`src/rtl/proc_pkg.sv`:
```
// Shared processor constants and writeback request types.
// Latency: n/a (types and constants only).
// Backpressure: n/a.
package proc_pkg;

  localparam int PROC_DATA_WIDTH        = 16;
  localparam int PROC_REGFILE_LOG2_DEEP = 5;
  localparam int NUM_REGISTERS          = 32;

  // Requester indices; also the encoding of the round-robin last-grant bit.
  localparam logic WB_REQ_ALU = 1'b0;
  localparam logic WB_REQ_MEM = 1'b1;

  typedef struct packed {
    logic                              valid;
    logic [PROC_REGFILE_LOG2_DEEP-1:0] addr;
    logic [PROC_DATA_WIDTH-1:0]        data;
  } wb_req_t;

endpackage

```
`src/rtl/regfile_wb_scoreboard.sv`:
```
// Pending-write scoreboard: one bit per register, set at issue, cleared on writeback.
// Latency: set/clear take effect the cycle after; busy lookup is combinational.
// Backpressure: none; decode stalls on busy_o.
// Ports: set_i/set_addr_i mark a destination pending; clr_i/clr_addr_i are the
// register-file write this cycle; rd_addrK_i/busyK_o are the operand lookups.
module wb_scoreboard
  import proc_pkg::*;
(
  input  logic                              clk_i,
  input  logic                              rst_n_i,
  input  logic                              set_i,
  input  logic [PROC_REGFILE_LOG2_DEEP-1:0] set_addr_i,
  input  logic                              clr_i,
  input  logic [PROC_REGFILE_LOG2_DEEP-1:0] clr_addr_i,
  input  logic [PROC_REGFILE_LOG2_DEEP-1:0] rd_addr1_i,
  input  logic [PROC_REGFILE_LOG2_DEEP-1:0] rd_addr2_i,
  output logic                              busy1_o,
  output logic                              busy2_o
);

  logic [NUM_REGISTERS-1:0] pending_q;
  logic [NUM_REGISTERS-1:0] pending_d;

  // Clear first, then set: a same-cycle set belongs to a younger producer
  // and must survive the older producer's writeback.
  always_comb begin
    pending_d = pending_q;
    if (clr_i) begin
      pending_d[clr_addr_i] = 1'b0;
    end
    if (set_i && (set_addr_i != '0)) begin
      pending_d[set_addr_i] = 1'b1;
    end
  end

  always_ff @(posedge clk_i or negedge rst_n_i) begin
    if (!rst_n_i) begin
      pending_q <= '0;
    end else begin
      pending_q <= pending_d;
    end
  end

  // A write landing this cycle is bypassed by the register file, so the
  // operand is already readable and need not stall.
  always_comb begin
    busy1_o = pending_q[rd_addr1_i] && !(clr_i && (clr_addr_i == rd_addr1_i))
              && (rd_addr1_i != '0);
    busy2_o = pending_q[rd_addr2_i] && !(clr_i && (clr_addr_i == rd_addr2_i))
              && (rd_addr2_i != '0);
  end

endmodule

```
`src/rtl/regfile_wb_arbiter.sv`:
```
// Round-robin arbiter sharing the register-file write port between ALU and MEM writeback.
// Latency: grant is combinational; the granted write appears on rf_* one cycle later.
// Backpressure: the losing requester sees ready low and must hold its request.
// Ports: req0_* ALU writeback, req1_* MEM writeback (valid/ready); sb_set_* marks
// an issued destination pending; rd_addrK_i/rd_busyK_o operand stall lookup;
// rf_* drive the register file write port; conflict_cnt_o counts stalled cycles.
module regfile_wb_arbiter
  import proc_pkg::*;
(
  input  logic                              clk_i,
  input  logic                              rst_n_i,
  input  logic                              req0_valid_i,
  input  logic [PROC_REGFILE_LOG2_DEEP-1:0] req0_addr_i,
  input  logic [PROC_DATA_WIDTH-1:0]        req0_data_i,
  output logic                              req0_ready_o,
  input  logic                              req1_valid_i,
  input  logic [PROC_REGFILE_LOG2_DEEP-1:0] req1_addr_i,
  input  logic [PROC_DATA_WIDTH-1:0]        req1_data_i,
  output logic                              req1_ready_o,
  input  logic                              sb_set_i,
  input  logic [PROC_REGFILE_LOG2_DEEP-1:0] sb_set_addr_i,
  input  logic [PROC_REGFILE_LOG2_DEEP-1:0] rd_addr1_i,
  input  logic [PROC_REGFILE_LOG2_DEEP-1:0] rd_addr2_i,
  output logic                              rd_busy1_o,
  output logic                              rd_busy2_o,
  output logic                              rf_we_o,
  output logic [PROC_REGFILE_LOG2_DEEP-1:0] rf_waddr_o,
  output logic [PROC_DATA_WIDTH-1:0]        rf_wdata_o,
  output logic [15:0]                       conflict_cnt_o
);

  wb_req_t req0;
  wb_req_t req1;
  wb_req_t gnt_req;
  logic    gnt_vld;
  logic    gnt_idx;
  logic    waiting;

  logic                              last_grant_q, last_grant_d;
  logic                              rf_we_q, rf_we_d;
  logic [PROC_REGFILE_LOG2_DEEP-1:0] rf_waddr_q, rf_waddr_d;
  logic [PROC_DATA_WIDTH-1:0]        rf_wdata_q, rf_wdata_d;
  logic [15:0]                       conflict_cnt_q, conflict_cnt_d;

  always_comb begin
    req0 = '{valid: req0_valid_i, addr: req0_addr_i, data: req0_data_i};
    req1 = '{valid: req1_valid_i, addr: req1_addr_i, data: req1_data_i};

    gnt_vld = req0.valid || req1.valid;
    gnt_idx = last_grant_q;
    if (req0.valid && req1.valid) begin
      gnt_idx = ~last_grant_q;
    end else if (req0.valid) begin
      gnt_idx = WB_REQ_ALU;
    end else if (req1.valid) begin
      gnt_idx = WB_REQ_MEM;
    end
    gnt_req = (gnt_idx == WB_REQ_MEM) ? req1 : req0;

    req0_ready_o = gnt_vld && (gnt_idx == WB_REQ_ALU);
    req1_ready_o = gnt_vld && (gnt_idx == WB_REQ_MEM);
    waiting      = (req0.valid && !req0_ready_o) || (req1.valid && !req1_ready_o);

    // Register 0 is hardwired: accept the transfer but suppress the write.
    last_grant_d = gnt_vld ? gnt_idx : last_grant_q;
    rf_we_d      = gnt_vld && (gnt_req.addr != '0);
    rf_waddr_d   = gnt_vld ? gnt_req.addr : rf_waddr_q;
    rf_wdata_d   = gnt_vld ? gnt_req.data : rf_wdata_q;

    conflict_cnt_d = conflict_cnt_q;
    if (waiting && (conflict_cnt_q != 16'hFFFF)) begin
      conflict_cnt_d = conflict_cnt_q + 16'd1;
    end
  end

  always_ff @(posedge clk_i or negedge rst_n_i) begin
    if (!rst_n_i) begin
      last_grant_q   <= WB_REQ_MEM;
      rf_we_q        <= 1'b0;
      rf_waddr_q     <= '0;
      rf_wdata_q     <= '0;
      conflict_cnt_q <= '0;
    end else begin
      last_grant_q   <= last_grant_d;
      rf_we_q        <= rf_we_d;
      rf_waddr_q     <= rf_waddr_d;
      rf_wdata_q     <= rf_wdata_d;
      conflict_cnt_q <= conflict_cnt_d;
    end
  end

  assign rf_we_o        = rf_we_q;
  assign rf_waddr_o     = rf_waddr_q;
  assign rf_wdata_o     = rf_wdata_q;
  assign conflict_cnt_o = conflict_cnt_q;

  wb_scoreboard u_scoreboard (
    .clk_i      (clk_i),
    .rst_n_i    (rst_n_i),
    .set_i      (sb_set_i),
    .set_addr_i (sb_set_addr_i),
    .clr_i      (rf_we_q),
    .clr_addr_i (rf_waddr_q),
    .rd_addr1_i (rd_addr1_i),
    .rd_addr2_i (rd_addr2_i),
    .busy1_o    (rd_busy1_o),
    .busy2_o    (rd_busy2_o)
  );

endmodule

```
`config.mk`:
```
export PLATFORM = sky130hd
export DESIGN_NAME = regfile_wb_arbiter
export DESIGN_NICKNAME = d
export VERILOG_FILES = /design/src/rtl/proc_pkg.sv /design/src/rtl/regfile_wb_scoreboard.sv /design/src/rtl/regfile_wb_arbiter.sv
export SDC_FILE = /design/constraint.sdc
export NUM_CORES = 1
export LEC_CHECK = 0
export ABC_CLOCK_PERIOD_IN_PS = 1600
export BUFFER_PORTS_ARGS = -buffer_cell sky130_fd_sc_hd__buf_4
export CORE_UTILIZATION = 48
export CTS_CLUSTER_DIAMETER = 80
export DETAILED_ROUTE_END_ITERATION = 16
export PLACE_DENSITY = 0.76
export SLEW_MARGIN = 25
export SYNTH_ARGS = -nofsm -noshare
export SYNTH_HDL_FRONTEND = slang
export SYNTH_SLANG_ARGS = --single-unit
```
`constraint.sdc`:
```
create_clock -name clk_i -period 1.6 [get_ports clk_i]
set_input_delay 0 -clock clk_i [delete_from_list [all_inputs] [get_ports clk_i]]
set_output_delay 0 -clock clk_i [all_outputs]
set_load 0.05 [all_outputs]
```
==> results of run 1 <==
state kept, by name (all words and copies together), names as in the netlist:
name                    flops
conflict_cnt_o             16
last_grant_q                1
rf_waddr_o                  5
rf_wdata_o                 16
rf_we_o                     1
u_scoreboard.pending_q     31
timing repair:
item | 4_1_cts | 5_1_grt
pin swaps | 5 | 2
endpoints found under the hold margin | 61 | 0
hold buffers | 44 | 0
gates resized for setup | 10 | 16
setup endpoints to repair | 3 | 9
setup buffers | 2 | 6
cell type report:
cell class / instances / area share [%]
multi-input combinational: 300 / 37.90
inverter: 3 / 0.1931
clock inverter: 2 / 0.6438
clock buffer: 14 / 3.133
timing repair buffer: 179 / 25.41
tap: 102 / 2.189
sequential: 70 / 30.54
power breakdown:
| group | switching (uW) | internal (uW) |
|---|---|---|
| clock | 650 | 892 |
| combinational | 1620 | 1400 |
| sequential | 468 | 2330 |
final timing paths:
path / start / to / slack, ns / cells past startpoint
max: u_scoreboard.pending_q[23] / rd_busy1_o / -0.51 / 6
max reg2reg: rf_waddr_o[1] / u_scoreboard.pending_q[29] / -0.16 / 5
max in group asynchronous: rst_n_i / u_scoreboard.pending_q[27] / 0.78 / 3
min reg2reg: conflict_cnt_o[15] / conflict_cnt_o[15] / 0.49 / 1
min: sb_set_addr_i[2] / u_scoreboard.pending_q[4] / 0.04 / 3
min in group asynchronous: rst_n_i / rf_wdata_o[6] / 0.18 / 2
metrics by stage:
step | instance area (um^2) | hold WS (ns)
6_report | 5831 | 0.03868
3_5_place_dp | 5012 | 0.01558
2_1_floorplan | 4060 | -0.2956
4_1_cts | 5739 | 0.01419
3_3_place_gp | 5012 | 0.01046
5_1_grt | 5831 | 0.03646
placed cells by master (no fill, tap or decap), drive strengths merged, types with 11 or more instances in the layout:
cell type,instances
dfrtp,69
o21ai,65
nand2,19
o22ai,21
mux2,24
clkbuf,14
mux4,11
nand3,12
nor2,54
buf,135
nand3b,11
xor2,14
dlygate4sd3,44
layer usage:
layer | track usage [%] | share of wire (%) | vias to the layer above | wire length, um
met3 | 4.023 | 6.2 | 46 | 759
met5 | 0 | 0 | - | 0
met4 | 15.38 | 3.7 | 0 | 454
li1 | - | - | 1781 | -
met2 | 49.14 | 49 | 200 | 6053
met1 | 37.63 | 41 | 1928 | 5057
critical path: stages, from the launching register on:
cell and delay [ns]:
dfrtp_1 0.39, mux4_2 0.46, or3b_1 0.39, o311ai_2 0.10, a21oi_1 0.07, o21a_2 0.21, buf_6 0.15
cell families (layout without fill, tap and decap cells):
logic type / after synthesis / after routing
buffers and inverters: 26 / 198
flip-flops: 70 / 70
adder cells (fa/ha/maj): 1 / 1
AO/OA/AOI/OAI: 103 / 103
multiplexers: 42 / 42
XOR/XNOR: 24 / 24
AND/OR/NAND/NOR: 130 / 130
==> run metrics, run 1 <==
critical-path maximum fanout 2; CTS tree built; number of global-route vias before repair approximately 4000; syn avg cell area roughly 10 um^2; max_cap viols 0; Post-synth EDFFs 0; starting density of the core 50.22%; status complete, but fails checks; Gate Count Post-Synth approximately 400; clock latency on the worst-skew pair roughly 0.34 ns; final setup fails 10; post-synthesis xor/xnor area fraction ~5.3%; post-DP HPWL a little under 8000 um; largest area contributor in the netlist dfrtp_1; Clock Skews 0.008815 ns; Pwr per Cell Area roughly 1300 nW/um^2; count of state elements after synthesis 70; I/O Pins around 100; Root Driver clkbuf_8; largest family of logic cells by synthesized area simple AND/OR/NAND/NOR gates; final worst slack -0.5064 ns; Pre-Repair DR Iteration Count 5; Inst Count DP about 600; drt initial violations 257; Worst EP required between 1.5 and 2 ns; Register Area 1780 um^2; ys async rst share 100.0%; Final nets roughly 630; first-pass GRT wire length ~19000 um; worst hold-check path type in -> reg; DRC errors left 0; ys flop type dfrtp_1; Synth Area in Compound Gates between 10% and 20%; period utilization 131.7%; most frequent cell after synthesis dfrtp_1; Peak VDD IR ~0.0013 V; grt total ovfl 0; Core Region 7848 um^2; synth cell count leaders 69 x dfrtp_1, 64 x o21ai_0, 54 x nor2_1; Slew Limit Fails 0; Syn. warnings 0; row count 32; routed len/inst ~18 um; Place WS -0.1195 ns; post-layout util approximately 74%; total track usage 29.54%; post-synthesis mux area share roughly 15%; leakage 0.002508 uW; Post-Synthesis Net Count around 460; RSZ-0062 raised after global routing yes; setup TNS -1.839 ns; Worst-path clk slew 0.08 ns; routed via count 3955; nature of the critical path endpoint output port; die height between 90 and 100 um; Slew HR between 60 and 70%; Clock Path Buffers 2; layout cells sized above 1 just over 40%; Worst Path Arrival between 2 and 2.5 ns; area grow syn2layout 47.94%; final wirelength 12330 um; H-tree levels 3; Antenna diodes 0; multi-input logic area roughly 2200 um^2; crit path launch type register; post-detailed-route count of antenna-violating nets 0; post-DR vias/cell a little under 6; Die X just over 90 um; failing checks negative setup slack; CTS buffer count 9; Final Hold Viols 0; clk sinks 70; worst slew pin tran around 0.53 ns; Yosys cell types 50; Final Non-Filler Cells 670; largest net degree at the start of global routing between 40 and 50; routability cong. between 0.8 and 0.9; Total Power 7366 uW; fillers approximately 550; I/O Buffers between 100 and 150; FMAX between 0.4 and 0.5 GHz; Post-Synth Simple-Gate Area between 10% and 20%; synth top area cells dfrtp_1 44%, o21ai_0 8.1%, mux2_2 6.9%; die area between 8000 and 9000 um^2; register area share after synthesis 44.48%; Synth top area share between 40% and 50%; Final min period ~2.1 ns; Adder-Cell Fraction of Synth Area less than 1%; Mapped Area between 3000 and 4000 um^2; CP Class reg -> out; initial antenna violation count 0
Note: power is estimated with default switching activity, not from simulation.
==> run 2, diff against run 1 <==
--- a/config.mk
+++ b/config.mk
@@ -5,13 +5,12 @@
 export SDC_FILE = /design/constraint.sdc
 export NUM_CORES = 1
 export LEC_CHECK = 0
-export ABC_CLOCK_PERIOD_IN_PS = 1600
+export ABC_CLOCK_PERIOD_IN_PS = 2000
 export BUFFER_PORTS_ARGS = -buffer_cell sky130_fd_sc_hd__buf_4
-export CORE_UTILIZATION = 48
+export CORE_UTILIZATION = 53
 export CTS_CLUSTER_DIAMETER = 80
 export DETAILED_ROUTE_END_ITERATION = 16
-export PLACE_DENSITY = 0.76
-export SLEW_MARGIN = 25
+export PLACE_DENSITY = 0.79
 export SYNTH_ARGS = -nofsm -noshare
 export SYNTH_HDL_FRONTEND = slang
 export SYNTH_SLANG_ARGS = --single-unit
==> constraint.sdc (replaced) <==
create_clock -name clk_i -period 2 [get_ports clk_i]
set_input_delay 0 -clock clk_i [delete_from_list [all_inputs] [get_ports clk_i]]
set_output_delay 0 -clock clk_i [all_outputs]
set_load 0.05 [all_outputs]
==> run 2 against run 1 <==
  * Clock power decreased by 39%
  * Via count down 2.6%
  * Critical endpoint unchanged
  * Sequential power fell by 19%
  * Largest power group is now registers
  * First-iteration DRC count grew 2.7%
  * Critical path depth unchanged
  * The flow still finishes with violations (negative setup slack)
==> run metrics, run 2 (synthesized netlist as in run 1, its figures left out) <==
Worst Path Arrival 2.04 ns (was 2.11 ns); I/O Pins 104 (unchanged); worst slew pin tran 0.8838 ns (was 0.5321 ns); row count 31 (was 32); crit path launch u_scoreboard.pending_q[22] (was u_scoreboard.pending_q[23]); hold_sp req0_addr_i[4] (was sb_set_addr_i[2]); nature of the critical path endpoint output port (unchanged); max incr delay on CP 0.46 ns (about the same); clk sinks 70 (unchanged); Slew Limit Fails 0 (unchanged); drt initial violations 264 (was 257); initial antenna violation count 0 (unchanged); CP endpoint rd_busy1_o (unchanged); routed via count 3852 (was 3955); number of global-route vias before repair 3983 (was 3987); Final Non-Filler Cells 637 (was 670); register-to-register setup slack 0.13 ns (was -0.16 ns); CP Class reg -> out (unchanged); Core Region 7214 um^2 (was 7848 um^2); worst-path cell chain mux4_2 > or3b_1 > o311ai_1 > a21oi_1 > o21a_1 > buf_6 (was mux4_2 > or3b_1 > o311ai_2 > a21oi_1 > o21a_2 > buf_6); routed len/inst 18.84 um (was 18.40 um); layout cells sized above 1 31.78% (was 40.85%); die area 7785 um^2 (was 8578 um^2); max_cap viols 0 (unchanged); leakage 0.002309 uW (was 0.002508 uW); Antenna diodes 0 (unchanged); total track usage 32.20% (was 29.54%); most frequent cells in the layout 103 x buf_4, 66 x dfrtp_1, 64 x o21ai_0, 54 x nor2_1, 43 x dlygate4sd3_1 (was 130 x buf_4, 52 x nor2_1, 49 x o21ai_0, 47 x dfrtp_1, 44 x dlygate4sd3_1); failing checks negative setup slack (unchanged); area grow syn2layout 37.24% (was 47.94%); FF-to-FF Start last_grant_q (was rf_waddr_o[1]); routability cong. 0.8442 (was 0.8393); Die X 88.24 um (was 92.62 um); Final Hold Viols 0 (unchanged); CP Buf/Inv Count 1 (unchanged); Crit-path slowest cell mux4_2 (unchanged); Final min period ~2.0 ns; post-DR vias/cell 6.047 (was 5.903); critical-path maximum fanout 3 (was 2); Peak VDD IR 0.0007444 V (was 0.001346 V); Worst-path clk slew 0.07 ns (was 0.08 ns); Critical R2R Capture rf_wdata_o[0] (was u_scoreboard.pending_q[29]); Pre-Repair DR Iteration Count 5 (unchanged); FMAX between 0.4 and 0.5 GHz; RSZ-0062 raised after global routing yes (unchanged); post-DP HPWL 7294 um (was 7803 um); first-pass GRT wire length 18820 um (was 19490 um); DRC errors left 0 (unchanged); setup TNS -0.04202 ns (was -1.839 ns); Clock Skews 0.005353 ns (was 0.008815 ns); final wirelength 12000 um (was 12330 um); Slew HR 41.08% (was 64.42%); largest net degree at the start of global routing 71 (was 42); worst hold-check path type in -> reg (unchanged); delay-heaviest family, CP multiplexers (unchanged); CTS tree built (unchanged); post-detailed-route count of antenna-violating nets 0 (unchanged); Pwr per Cell Area 986.0 nW/um^2 (was 1263 nW/um^2); crit path launch type register (unchanged); die height 88.24 um (was 92.62 um); Root Driver clkbuf_8 (unchanged); status complete, but fails checks (unchanged); Inst Count DP 577 (was 602); Final nets 597 (was 626); CTS buffer count 9 (unchanged); Worst EP required 2.00 ns (was 1.60 ns); H-tree levels 3 (unchanged); period utilization 102.1%; critical path depth 6 (unchanged); max reg flops 31 (unchanged); Clock Path Buffers 2 (unchanged); I/O Buffers 103 (unchanged); final setup fails 1 (was 10); clock latency on the worst-skew pair 0.33 ns (was 0.34 ns); starting density of the core 54.63% (was 50.22%); final worst slack -0.04202 ns (was -0.5064 ns); commonest non-fill, non-tap cell in the layout buf_4 (unchanged); grt total ovfl 0 (unchanged); largest reg by FF count u_scoreboard.pending_q (unchanged); reg2reg path depth 5 (unchanged)
run 2: cell types whose count changed in the layout (fill, tap and decap cells not counted), sizes merged:
cell / previous run / this run
clkbuf: 14 / 13
clkinv: 0 / 2
clkinvlp: 1 / 0
bufinv: 1 / 0
buf: 135 / 107
dlygate4sd3: 44 / 43
run 2: layer usage:
layer	track usage, %	part of all wire [%]	vias up
met3	6.343	5.7	50
li1	-	-	1719
met1	38.45	39	1893
met4	20.23	4.4	0
met5	0	0	-
met2	53.64	50	190
run 2: how the worst min path moves through the flow:
stage	end	depth (start not counted)
finish	rf_we_o	3
floorplan	conflict_cnt_o[0]	0
detailed placement	u_scoreboard.pending_q[21]	1
global route	rf_we_o	3
global placement	u_scoreboard.pending_q[20]	1
CTS	rf_we_o	3
run 2: through the flow:
stage	total power [uW]	instance area [um^2]	hold WS (ns)	util (%)	setup slack, ns
floorplan	3514	3960	-0.2956	-	0.08681
global placement	4083	4752	0.1663	65.87	0.2957
detailed placement	4166	4752	0.1705	65.87	0.2768
CTS	5246	5358	0.007512	74.26	-0.06888
global route	5618	5409	0.009051	74.97	-0.1110
finish	5333	5409	0.01685	74.97	-0.04202
run 2: worst reg2reg max path: cells and delay by family, from the launching register on:
family	cells	cell delay, ns
flops	1	0.56
compound gates	1	0.19
buf+inv	2	0.80
simple gates	2	0.21
run 2: area by class of cell:
class	count	area, um^2
flip-flops and latches	70	1757
clock buffers	13	138.9
inverters	3	11.26
fillers	502	1805
clock inverters	2	10.01
well taps	99	123.9
multi-input cells	300	2120
repair buffers	150	1249
run 2: report_power, final:
group          internal [uW]  total (uW)  switching (uW)
combinational            963        2140            1180
sequential              1850        2260             404
clock                    442         937             495
run 2: what timing repair did:
item	CTS	global route
buffers inserted	2	0
endpoints found under the hold margin	90	0
gates resized for setup	3	12
pin swaps	2	3
setup endpoints to repair	2	18
hold buffers	43	0
==> run 3, diff against run 2 <==
--- a/config.mk
+++ b/config.mk
@@ -13,4 +13,5 @@
 export PLACE_DENSITY = 0.79
 export SYNTH_ARGS = -nofsm -noshare
 export SYNTH_HDL_FRONTEND = slang
+export SYNTH_HIERARCHICAL = 1
 export SYNTH_SLANG_ARGS = --single-unit
==> run 3 against run 2 <==
  * The flow still finishes with violations (negative setup slack)
  * Worst hold slack gained 0.014 ns
  * Via count grew 2.4%
  * Clock power grew 11%
  * Die area grew 1.9%
  * Worst setup slack lost 0.062 ns
  * Clock skew grew 0.00057 ns
  * Combinational power grew 5%
  * Cell area grew 2.9%
  * Non-clock buffer count grew 7
  * Largest cell class unchanged
  * Area after synthesis grew 1.9%
  * Largest power group unchanged
  * Wire length grew 4.2%
  * Critical endpoint unchanged
==> run metrics, run 3 <==
register-to-register setup slack 0.09 ns (was 0.13 ns); grt total ovfl 0 (unchanged); Synth top area share 42.99% (was 43.81%); most frequent cell after synthesis dfrtp_1 (unchanged); max_cap viols 0 (unchanged); Yosys cell types 52 (was 50); reg2reg path depth 5 (unchanged); ys async rst share 100.0% (unchanged); final worst slack -0.1036 ns (was -0.04202 ns); I/O Pins 104 (unchanged); layout cells sized above 1 33.39% (was 31.78%); Pre-Repair DR Iteration Count 5 (unchanged); CTS buffer count 9 (unchanged); cell internal pwr 3405 uW (was 3258 uW); Slew HR 40.98% (was 41.08%); worst slew pin tran 0.8853 ns (was 0.8838 ns); routability cong. 0.8273 (was 0.8442); ys flop type dfrtp_1 (unchanged); register area share after synthesis 43.64% (was 44.48%); met1 Usage GRT 38.76% (was 38.45%); Combinational Power Share 40.6% (was 40.1%); I/O Buffers 103 (unchanged); Worst Path Arrival 2.10 ns (was 2.04 ns); Core Region 7292 um^2 (was 7214 um^2); met2 usage 54.90% (was 53.64%); Peak VDD IR 0.0009227 V (was 0.0007444 V); drt initial violations 374 (was 264); status complete, but fails checks (unchanged); area grow syn2layout 38.54% (was 37.24%); CTS tree built (unchanged); FF-to-FF Start last_grant_q (unchanged); most frequent cells in the layout 110 x buf_4, 65 x dfrtp_1, 63 x o21ai_0, 55 x nor2_1, 44 x dlygate4sd3_1 (was 103 x buf_4, 66 x dfrtp_1, 64 x o21ai_0, 54 x nor2_1, 43 x dlygate4sd3_1); Final nets 608 (was 597); Clock Skews 0.005921 ns (was 0.005353 ns); final wirelength 12500 um (was 12000 um); clk sinks 70 (unchanged); Mapped Area 4016 um^2 (was 3941 um^2); Syn. warnings 6 (was 0); row count 31 (unchanged); routed len/inst 19.29 um (was 18.84 um); synth cell count leaders 69 x dfrtp_1, 64 x o21ai_0, 55 x nor2_1 (was 69 x dfrtp_1, 64 x o21ai_0, 54 x nor2_1); delay-heaviest family, CP multiplexers (unchanged); max reg flops 31 (unchanged); commonest non-fill, non-tap cell in the layout buf_4 (unchanged); largest area contributor in the netlist dfrtp_1 (unchanged); largest net degree at the start of global routing 71 (unchanged); Final min period 2.104 ns (was 2.042 ns); Gate Count Post-Synth 398 (was 396); total track usage 31.69% (was 32.20%); sw frac 38.62% (was 38.92%); nature of the critical path endpoint output port (unchanged); final setup fails 1 (unchanged); Post-synth EDFFs 0 (unchanged); post-DP HPWL 7438 um (was 7294 um); Die X 89.05 um (was 88.24 um); failing checks negative setup slack (unchanged); leakage 0.002400 uW (was 0.002309 uW); Post-Synthesis Net Count 461 (was 459); Worst-path clk slew 0.07 ns (about the same); Clock Path Buffers 2 (unchanged); Final Hold Viols 0 (unchanged); synth top area cells dfrtp_1 43%, o21ai_0 8.0%, mux2_2 6.4% (was dfrtp_1 44%, o21ai_0 8.1%, mux2_2 6.9%); post-DR vias/cell 6.085 (was 6.047); RSZ-0062 raised after global routing yes (unchanged); Sw Pwr 2143 uW (was 2076 uW); max incr delay on CP 0.45 ns (was 0.46 ns); CP Buf/Inv Count 1 (unchanged); post-detailed-route count of antenna-violating nets 0 (unchanged); Crit-path slowest cell mux4_2 (unchanged); largest reg by FF count u_scoreboard/pending_q (was u_scoreboard.pending_q); die height 89.05 um (was 88.24 um); DRC errors left 0 (unchanged); Min Hold Slack 0.03043 ns (was 0.01685 ns); number of global-route vias before repair 3893 (was 3983); period utilization 105.2% (was 102.1%); crit path launch type register (unchanged); critical-path maximum fanout 2 (was 3); count of state elements after synthesis 70 (unchanged); Pwr per Cell Area 997.2 nW/um^2 (was 986.0 nW/um^2); H-tree levels 3 (unchanged); Critical R2R Capture rf_wdata_o[4] (was rf_wdata_o[0]); Seq pwr share 40.5% (was 42.3%); FMAX 0.4754 GHz (was 0.4897 GHz); CP Class reg -> out (unchanged); Worst EP required 2.00 ns (about the same); syn avg cell area 10.09 um^2 (was 9.953 um^2); clock share of power 18.8% (was 17.6%); most used routing layer in global routing met2 (unchanged); worst-path cell chain mux4_2 > or3b_1 > o311ai_1 > o32a_1 > a31oi_1 > buf_4 (was mux4_2 > or3b_1 > o311ai_1 > a21oi_1 > o21a_1 > buf_6); Root Driver clkbuf_8 (unchanged); Hold Path Depth 3 (unchanged); starting density of the core 55.08% (was 54.63%); Hold Path Sink rf_we_o (unchanged); initial antenna violation count 0 (unchanged); met3 usage 6.371% (was 6.343%); Total Power 5548 uW (was 5333 uW); hold_sp req0_addr_i[1] (was req0_addr_i[4]); Slew Limit Fails 0 (unchanged); clock latency on the worst-skew pair 0.35 ns (was 0.33 ns); routed via count 3943 (was 3852); first-pass GRT wire length 18720 um (was 18820 um); die area 7930 um^2 (was 7785 um^2); worst hold-check path type in -> reg (unchanged)
[run 3: power by group through the flow]
stage               clock (uW)  combinational [uW]  sequential, uW
detailed placement           0                1940            2250
CTS                       1050                2140            2220
floorplan                    0                 997            2530
global route              1100                2410            2290
global placement             0                1900            2210
finish                    1040                2250            2250
[run 3: metrics by stage]
stage,setup TNS (ns),worst slack [ns],cell area (um^2),util [%],instances
finish,-0.1036,-0.1036,5564,76.30,648
global route,-0.1753,-0.1475,5562,76.27,647
CTS,-0.07481,-0.07481,5505,75.50,644
detailed placement,0,0.2947,4845,66.44,582
global placement,0,0.3345,4845,66.44,582
floorplan,0,0.05353,4035,-,398
[run 3: logic make-up (layout without fill, tap and decap cells)]
logic type	count (synthesis)	in the layout	synth area share (%)
fa+ha+maj	1	1	0.3115
flops	70	70	43.65
simple gates	138	138	18.63
compound gates	103	103	14.55
mux	41	41	15.26
other cells	0	1	0
buf+inv	24	174	3.022
xor+xnor	21	21	4.580
[run 3: layout make-up]
| cell class | instances | area [um^2] |
|---|---|---|
| Multi-Input combinational cell | 304 | 2195 |
| Sequential cell | 70 | 1758 |
| Fill cell | 501 | 1728 |
| Timing Repair Buffer | 157 | 1300 |
| Clock buffer | 13 | 168.9 |
| Tap cell | 99 | 123.9 |
| Inverter | 3 | 11.26 |
| Clock inverter | 1 | 5.005 |
| Antenna cell | 1 | 2.502 |
[run 3: worst max-delay path by stage]
stage	slack [ns]	cells after the start	end	startpoint
finish	-0.10	6	rd_busy1_o	u_scoreboard/pending_q[23]
CTS	-0.07	6	rd_busy1_o	u_scoreboard/pending_q[23]
floorplan	0.05	6	rd_busy2_o	rf_waddr_o[2]
detailed placement	0.29	6	rd_busy1_o	u_scoreboard/pending_q[23]
global placement	0.33	6	rd_busy1_o	u_scoreboard/pending_q[23]
global route	-0.15	6	rd_busy1_o	u_scoreboard/pending_q[20]
[run 3: worst register-to-register path: cells and delay by family (launching register included)]
family | cells | cell delay (ns)
AO/OA/AOI/OAI | 1 | 0.24
AND/OR/NAND/NOR | 2 | 0.22
buffers and inverters | 2 | 0.79
flip-flops | 1 | 0.55
[run 3: metal layers]
layer,share of wire (%),vias up
met3,7.9,48
li1,-,1769
met4,3.2,0
met1,38,1896
met2,51,230
met5,0,-
[run 3: what timing repair did]
item | 4_1_cts | 5_1_grt
hold buffers | 44 | 0
resized for setup | 4 | 11
buffers inserted | 4 | 4
hold endpoints to repair | 91 | 0
pin swaps | 0 | 3
endpoints found under the setup margin | 2 | 5
